===== config.mk =====
export PLATFORM = sky130hd
export DESIGN_NAME = matmul_job_scheduler
export DESIGN_NICKNAME = d
export VERILOG_FILES = /design/src/rtl/matmul_job_scheduler_pkg.sv /design/src/rtl/matmul_rr_arbiter2.sv /design/src/rtl/matmul_job_scheduler.sv
export SDC_FILE = /design/constraint.sdc
export NUM_CORES = 1
export LEC_CHECK = 0
export ABC_AREA = 1
export CAP_MARGIN = 20
export CORE_AREA = 2 2 292 294
export DETAILED_ROUTE_END_ITERATION = 10
export DIE_AREA = 0 0 294 296
export SLEW_MARGIN = 10
export SYNTH_ARGS = -nofsm -noshare
export SYNTH_HDL_FRONTEND = slang
export SYNTH_SLANG_ARGS = --single-unit

===== constraint.sdc =====
create_clock -name clk -period 1.55 [get_ports clk]
set_input_delay 0.3875 -clock clk [delete_from_list [all_inputs] [get_ports clk]]
set_output_delay 0.3875 -clock clk [all_outputs]
set_load 0.1 [all_outputs]

===== src/rtl/matmul_job_scheduler_pkg.sv =====
// Shared types and packing helpers for the matmul job scheduler: FSM state
// encoding, element widths/count and flattened-matrix bit offsets.
package matmul_job_scheduler_pkg;

    typedef enum logic [1:0] {
        ST_IDLE  = 2'd0,
        ST_CLEAR = 2'd1,
        ST_RUN   = 2'd2,
        ST_RESP  = 2'd3
    } state_t;

    localparam int AB_W      = 8;
    localparam int C_W       = 16;
    localparam int N_ELEM    = 9;
    localparam int AB_FLAT_W = AB_W * N_ELEM;
    localparam int C_FLAT_W  = C_W * N_ELEM;

    // Element k of a row-major flattened matrix sits at [lo+W-1:lo].
    function automatic int ab_lo(input int k);
        return AB_W * k;
    endfunction

    function automatic int c_lo(input int k);
        return C_W * k;
    endfunction

endpackage


===== src/rtl/matmul_rr_arbiter2.sv =====
// Two-way round-robin arbiter: combinational pick plus a registered one-cycle
// grant pulse; on a tie the requester that did not win last time is chosen.
module matmul_rr_arbiter2
    import matmul_job_scheduler_pkg::*;
(
    input  logic       clk,
    input  logic       rst_n,
    input  logic       en,
    input  logic [1:0] req,
    output logic [1:0] gnt,
    output logic       win_valid,
    output logic       win_idx
);

    logic last_grant_q;

    // NOTE: every output of a combinational block gets a default first so no latch is inferred.
    always_comb begin
        win_valid = |req;
        win_idx   = 1'b0;
        case (req)
            2'b01:   win_idx = 1'b0;
            2'b10:   win_idx = 1'b1;
            2'b11:   win_idx = ~last_grant_q;
            default: win_idx = 1'b0;
        endcase
    end

    // last_grant resets to 1 so requester 0 wins the first tie.
    // NOTE: sequential state uses non-blocking assignments so all registers update together.
    always_ff @(posedge clk or negedge rst_n) begin
        if (!rst_n) begin
            last_grant_q <= 1'b1;
            gnt          <= 2'b00;
        end else if (en && win_valid) begin
            last_grant_q <= win_idx;
            gnt          <= 2'b01 << win_idx;
        end else begin
            gnt          <= 2'b00;
        end
    end

endmodule


===== src/rtl/matmul_job_scheduler.sv =====
// Shares one serial 3x3 matrix multiplier between two requesters: grant,
// latch operands, pulse the multiplier reset, run, and hand back C.
module matmul_job_scheduler
    import matmul_job_scheduler_pkg::*;
#(
    parameter int RST_PULSE      = 2,
    parameter int TIMEOUT_CYCLES = 64,
    parameter int CW             = 16
) (
    input  logic                   clk,
    input  logic                   rst_n,
    input  logic [1:0]             req,
    input  logic [AB_FLAT_W-1:0]   req_a0,
    input  logic [AB_FLAT_W-1:0]   req_a1,
    input  logic [AB_FLAT_W-1:0]   req_b0,
    input  logic [AB_FLAT_W-1:0]   req_b1,
    output logic [1:0]             gnt,
    output logic [1:0]             rsp_valid,
    input  logic [1:0]             rsp_ready,
    output logic [N_ELEM*CW-1:0]   rsp_c,
    output logic                   rsp_err,
    output logic [CW-1:0]          rsp_cycles,
    output logic                   busy,
    output logic                   mult_rst,
    output logic [AB_FLAT_W-1:0]   mult_a,
    output logic [AB_FLAT_W-1:0]   mult_b,
    input  logic [N_ELEM*CW-1:0]   mult_c,
    input  logic                   mult_done
);

    localparam logic [3:0]    RST_LAST = 4'(RST_PULSE - 1);
    localparam logic [CW-1:0] TMO_LAST = CW'(TIMEOUT_CYCLES - 1);
    localparam logic [CW-1:0] TMO_VAL  = CW'(TIMEOUT_CYCLES);

    state_t        state_q, next_state;
    logic          owner_q;
    logic [3:0]    clr_cnt_q;
    logic [CW-1:0] run_cnt_q;
    logic [CW-1:0] tmo_cnt_q;
    logic          win_valid, win_idx;
    logic          run_ok, run_tmo;
    logic          busy_d, mult_rst_d;
    logic [1:0]    rsp_valid_d;

    matmul_rr_arbiter2 u_arb (
        .clk       (clk),
        .rst_n     (rst_n),
        .en        (state_q == ST_IDLE),
        .req       (req),
        .gnt       (gnt),
        .win_valid (win_valid),
        .win_idx   (win_idx)
    );

    // A done flag takes priority over a timeout landing on the same cycle.
    assign run_ok  = mult_done;
    assign run_tmo = !mult_done && (tmo_cnt_q == TMO_LAST);

    always_ff @(posedge clk or negedge rst_n) begin
        if (!rst_n) state_q <= ST_IDLE;
        else        state_q <= next_state;
    end

    always_comb begin
        next_state = state_q;
        case (state_q)
            ST_IDLE:  if (win_valid)                 next_state = ST_CLEAR;
            ST_CLEAR: if (clr_cnt_q == RST_LAST)     next_state = ST_RUN;
            ST_RUN:   if (run_ok || run_tmo)         next_state = ST_RESP;
            ST_RESP:  if (rsp_ready[owner_q])        next_state = ST_IDLE;
            default:                                 next_state = ST_IDLE;
        endcase
    end

    // Registered outputs are computed from next_state so they line up with it.
    always_comb begin
        busy_d      = (next_state != ST_IDLE);
        mult_rst_d  = (next_state == ST_IDLE) || (next_state == ST_CLEAR);
        rsp_valid_d = rsp_valid;
        if (state_q == ST_RUN && next_state == ST_RESP)
            rsp_valid_d = 2'b01 << owner_q;
        else if (state_q == ST_RESP && next_state == ST_IDLE)
            rsp_valid_d = 2'b00;
    end

    always_ff @(posedge clk or negedge rst_n) begin
        if (!rst_n) begin
            busy       <= 1'b0;
            mult_rst   <= 1'b1;
            rsp_valid  <= 2'b00;
            rsp_c      <= '0;
            rsp_err    <= 1'b0;
            rsp_cycles <= '0;
            mult_a     <= '0;
            mult_b     <= '0;
            owner_q    <= 1'b0;
            clr_cnt_q  <= '0;
            run_cnt_q  <= '0;
            tmo_cnt_q  <= '0;
        end else begin
            busy      <= busy_d;
            mult_rst  <= mult_rst_d;
            rsp_valid <= rsp_valid_d;
            case (state_q)
                ST_IDLE: begin
                    if (win_valid) begin
                        mult_a    <= win_idx ? req_a1 : req_a0;
                        mult_b    <= win_idx ? req_b1 : req_b0;
                        owner_q   <= win_idx;
                        clr_cnt_q <= '0;
                    end
                end
                ST_CLEAR: begin
                    clr_cnt_q <= clr_cnt_q + 4'd1;
                    if (clr_cnt_q == RST_LAST) begin
                        run_cnt_q <= '0;
                        tmo_cnt_q <= '0;
                    end
                end
                ST_RUN: begin
                    if (run_ok) begin
                        rsp_c      <= mult_c;
                        rsp_cycles <= run_cnt_q;
                        rsp_err    <= 1'b0;
                    end else if (run_tmo) begin
                        rsp_c      <= '0;
                        rsp_cycles <= TMO_VAL;
                        rsp_err    <= 1'b1;
                    end else begin
                        run_cnt_q <= (run_cnt_q == '1) ? run_cnt_q : run_cnt_q + 1'b1;
                        tmo_cnt_q <= tmo_cnt_q + 1'b1;
                    end
                end
                default: ;
            endcase
        end
    end

endmodule


* Word-level counts from Yosys, hierarchy flattened
Cells that the tools add are included.
Word-level totals: register bits 351, input port bits 439, word-level logic and storage cells 86
Cells by class: $add $sub $neg 3, order comparisons 1, equal/unequal tests 15, shift operators 2, multiplexer cells 29, bitwise gates (word level) 1, reduce and logical (&&, ||, !) cells 20
Operators by type and width (count):
- $mux 144 | 2
- $mux 72 | 2
- $mux 16 | 8
- $pmux 16 s2 | 2
- $add 16x1->16 const B | 2
- $eq 16x16->1 const B | 1
- $eq 16x6->1 const B | 1
- $mux 2 | 7
- $eq 2x2->1 const B | 5
- $ne 2x2->1 const B | 5
- $reduce_bool 2->1 | 5
- $pmux 2 s4 | 1
- $pmux 4 s2 | 1
- $reduce_and 2->1 | 3
- $reduce_and 5->1 | 1
- $add 4x1->4 const B | 1
- $eq 2x1->1 const B | 2
- $eq 4x1->1 const B | 1
- $logic_and 1x1->1 | 4
- $logic_not 2->1 | 2
- $mux 1 | 4
- $mux 4 | 1
- $reduce_and 4->1 | 1
- $shl 1x1->2 const A | 2
- other kinds (6) | 7

* Longest topological paths before layout
word-level depth 9, depth in mapped cells 11, depth with buffers taken out 11

* By module
A second synthesis with hierarchy kept.
Second synthesis, totals: cells, all modules 1535, area, all modules 14901.8 um^2
Modules (own cells, without submodules):
- matmul_job_scheduler | instances 1, cells each 1522, area an instance 14776.7 um^2, sequential area each 8709.6 um^2
- matmul_rr_arbiter2 | instances 1, cells each 13, area an instance 125.1 um^2, sequential area each 76.3 um^2

* Worst setup path after synthesis
OpenSTA, ideal clock, no wires.
kind register to register, start point register tmo_cnt_q[0], end point register rsp_cycles[10], arrival time 1.478 ns, data required time 1.420 ns, setup slack -0.057 ns, stages on the path, launching flop included 11, clock period less this slack 1.607 ns, cell sequence dfrtp_1 > ha_1 > nand3_2 > nor2_2 > nand3_1 > nand2_1 > inv_2 > buf_6 > buf_6 > nand2_1 > o21ai_1
On the way: longest elaborated chain between the ends 4
RTL lines:
- start, declared | line matmul_job_scheduler.sv:39 | logic [CW-1:0] tmo_cnt_q;
- start signal, assigned | line matmul_job_scheduler.sv:131 | tmo_cnt_q <= tmo_cnt_q + 1'b1;
- $eq 16x6->1 | line matmul_job_scheduler.sv:57 | assign run_tmo = !mult_done && (tmo_cnt_q == TMO_LAST);
- $logic_and 1x1->1 | line matmul_job_scheduler.sv:57
- $reduce_bool 2->1 (no source line)
- $reduce_and 2->1 (no source line)
- end signal, assigned | line matmul_job_scheduler.sv:123 | rsp_cycles <= run_cnt_q;
- end, declared | line matmul_job_scheduler.sv:22 | output logic [CW-1:0] rsp_cycles,
Every way passes these cells. A chain may end at the register's enable or synchronous reset.

* Worst setup path in the final report
start point register state_q[0], end point register rsp_c[46]
On the way: longest elaborated chain between the ends 2
RTL lines:
- start, declared | line matmul_job_scheduler.sv:35 | state_t state_q, next_state;
- start signal, assigned | line matmul_job_scheduler.sv:61 | else state_q <= next_state;
- $eq 2x2->1 | line matmul_job_scheduler.sv:104 | case (state_q)
- $reduce_and 2->1 (no source line)
- end signal, assigned | line matmul_job_scheduler.sv:122 | rsp_c <= mult_c;
- end, declared | line matmul_job_scheduler.sv:20 | output logic [N_ELEM*CW-1:0] rsp_c,
Every way passes these cells.

==> summary.txt <==
Status
  • Status: finished with violations
  • Failing checks: setup timing

Drt
  • Residual DRC count: 0
  • Vias/cell: 4.18
  • Initial drt markers: 747
  • Pre-antenna DRT Iters: 5
  • Detail Route Antenna Nets: 0
  • Routed len/inst: 19.0 um
  • Total number of vias: 17.0k
  • Final WL: 77500 um

Logic synthesis
  • Synth top area share: 0.576
  • Post-synth EDFFs: 0
  • Main combinational cell family by area after synthesis: simple AND/OR/NAND/NOR gates
  • Mux contribution to synthesized area: 0
  • #FFs+latches synth: 351
  • Simple-gate share of the synthesized area: 0.351
  • Synthesized net count: 2298
  • Post-synthesis sequential area ratio: 0.580
  • Area leader, netlist: dfrtp_1
  • Compound-Gate Fraction of Synth Area: 0.0125
  • Synth Flop Type: dfrtp_1
  • Synthesized instance count: 1855
  • Top cells by area, synth: dfrtp_1 (58%), nand2_1 (26%), nand3_1 (6.2%), nor2_1 (1.6%), buf_6 (1.6%)
  • Ys Warns: 0
  • Post-synthesis adder-cell area fraction: 0.00330
  • Avg Cell Area, Syn: 8.17 um^2
  • XOR/XNOR share of the synthesized area: 0.00636
  • Async set or reset register ratio after synthesis: 1.00
  • Distinct cells, synth: 31
  • Mapped Area: 15200 um^2

Clocking
  • Root Driver: clkbuf_16
  • H-tree Lvls: 2
  • Clock Tree Buf Depth: 3
  • Clock sinks: 351
  • Clock buffer count from CTS: 44
  • Skew-Pair Late Insertion Delay: 0.58 ns
  • Clock tree from TritonCTS: yes
  • Worst-path clk slew: 0.06 ns

Critical path
  • Worst r2r src: state_q[0]
  • Worst-path fanout max: 9
  • WP data required: 2.01 ns
  • Worst Path Arrival: 2.24 ns
  • Kind of critical path: flop to flop
  • Startpoint class of the critical path: flop
  • Worst setup path start: state_q[0]
  • CP endpoint kind: flop

Floorplan
  • Row count: 107
  • Die area: 87000 um^2
  • Num ports: 750
  • Core box area: 84200 um^2
  • Starting density of the core: 0.180
  • Die Y: 296 um
  • Die Width: 294 um

Worst hold path
  • Hold Path Class: primary input to asynchronous set/reset pin

Place
  • Setup Slack @ Placement: -0.453 ns
  • RD Place Congestion: 0.839
  • PortBufs: 749
  • Post-DP HPWL: 52300 um

STA
  • RSZ-0062 raised after global routing: true
  • Slew Viols, Final: 0
  • Fin crit period: 1.78 ns
  • Final Hold Viols: 0
  • Setup WS post-layout: -0.230 ns
  • Worst slew pin tran: 0.384 ns
  • Fmax: 562 MHz
  • Period utilisation layout: 1.15
  • # setup viols final: 568
  • Worst Skew: 0.0200 ns
  • Slew margin rel.: 0.743

Global route
  • Antenna violations before repair: 9
  • Vias in the first global route: 17.8k
  • GRT Total Usage: 0.171
  • First-pass GRT wire length: 111000 um
  • Total grt overflow: 0
  • Largest net degree at the start of global routing: 52

Layout
  • Share of layout cells above drive strength 1: 0.434
  • Most frequent cells in the layout: nand2_1 (752), clkdlybuf4s50_1 (437), buf_12 (366)
  • Most common cell after layout, fill and taps aside: nand2_1
  • Fin nets: 3391
  • Area Growth Syn to Fin: 133%
  • Finished Core Util: 0.419

Run
  • Max cap viols: 0
==> cell usage after synthesis, drive strengths merged, types with 4 or more instances <==
cell type / number
inv: 39
nand2: 1045
nor2: 71
dfrtp: 349
a21oi: 5
nand4: 10
o21ai: 25
clkbuf: 24
buf: 67
nand3: 191
xor2: 8
ha: 4
==> state kept, by name (all words and copies together) (netlist names) <==
register and cells:
busy 1, u_arb.last_grant_q 1, rsp_err 1, mult_b 72, rsp_cycles 16, tmo_cnt_q 16
u_arb.gnt 2, owner_q 1, mult_rst 1, rsp_valid 2, mult_a 72, state_q 2
rsp_c 144, clr_cnt_q 4, run_cnt_q 16
==> per-layer routing <==
metal	routed length, um	part of all wire	track usage
met5	62	0.00080	0
met4	3330	0.043	0.0793
met3	7660	0.099	0.0691
met2	39100	0.50	0.296
met1	27400	0.35	0.183
==> what timing repair did <==
item                                   CTS  global route
hold buffers                             1             0
setup buffers                          192             6
setup endpoints to repair              648           658
resized for setup                      652           170
gates cloned                            51             1
pin swaps                              140            71
endpoints found under the hold margin  117             0
==> worst max-delay path: stages (launching register included) <==
cell	delay (ns)
dfrtp_1	0.41
buf_6	0.13
nor2_4	0.16
buf_6	0.14
nand3_4	0.08
nand2_4	0.10
inv_8	0.06
buf_12	0.16
buf_12	0.15
buf_16	0.12
nand2_1	0.06
nand2_1	0.05
==> final timing paths <==
path / depth (start not counted) / slack [ns] / endpoint
max reg2reg: 11 / -0.23 / rsp_c[46]
max in group asynchronous: 3 / 0.58 / mult_rst
min in group clk: 3 / 0.34 / rsp_c[91]
max: 11 / -0.23 / rsp_c[46]
min reg2reg: 2 / 0.47 / u_arb.last_grant_q
min: 2 / 0.32 / mult_a[51]
==> metrics by stage <==
| step | hold WS [ns] | setup TNS (ns) | std cells | instance area [um^2] |
|---|---|---|---|---|
| floorplan | 0.0919 | 0 | 1855 | 15200 |
| global placement | 0.310 | -129.83 | 3750 | 28100 |
| detailed placement | 0.314 | -135.31 | 3750 | 28100 |
| CTS | 0.272 | -50.70 | 4070 | 34700 |
| global route | 0.301 | -86.53 | 4073 | 35300 |
| finish | 0.322 | -46.57 | 4074 | 35300 |
==> cell families (layout without fill, tap and decap cells) <==
logic type | after synthesis | count (layout)
and+or+nand+nor | 1325 | 1326
AOI/OAI and AO/OA | 34 | 34
DFF | 351 | 351
other | 0 | 3
adders and majority gates | 4 | 4
xor gates and xnor gates | 11 | 11
buffers and inverters | 130 | 1255
==> layout make-up <==
type | count | area, um^2
inverters | 39 | 195
repair buffers | 1134 | 15400
flip-flops and latches | 351 | 8850
fillers | 7773 | 48900
multi-input cells | 1375 | 7950
clock buffers | 63 | 1230
diodes | 3 | 7.51
clock inverters | 16 | 194
well taps | 1090 | 1360
repair inverters | 3 | 61.3
Power is not shown: default switching activity piles up to over one toggle a cycle in this logic, so the estimate is an artifact.
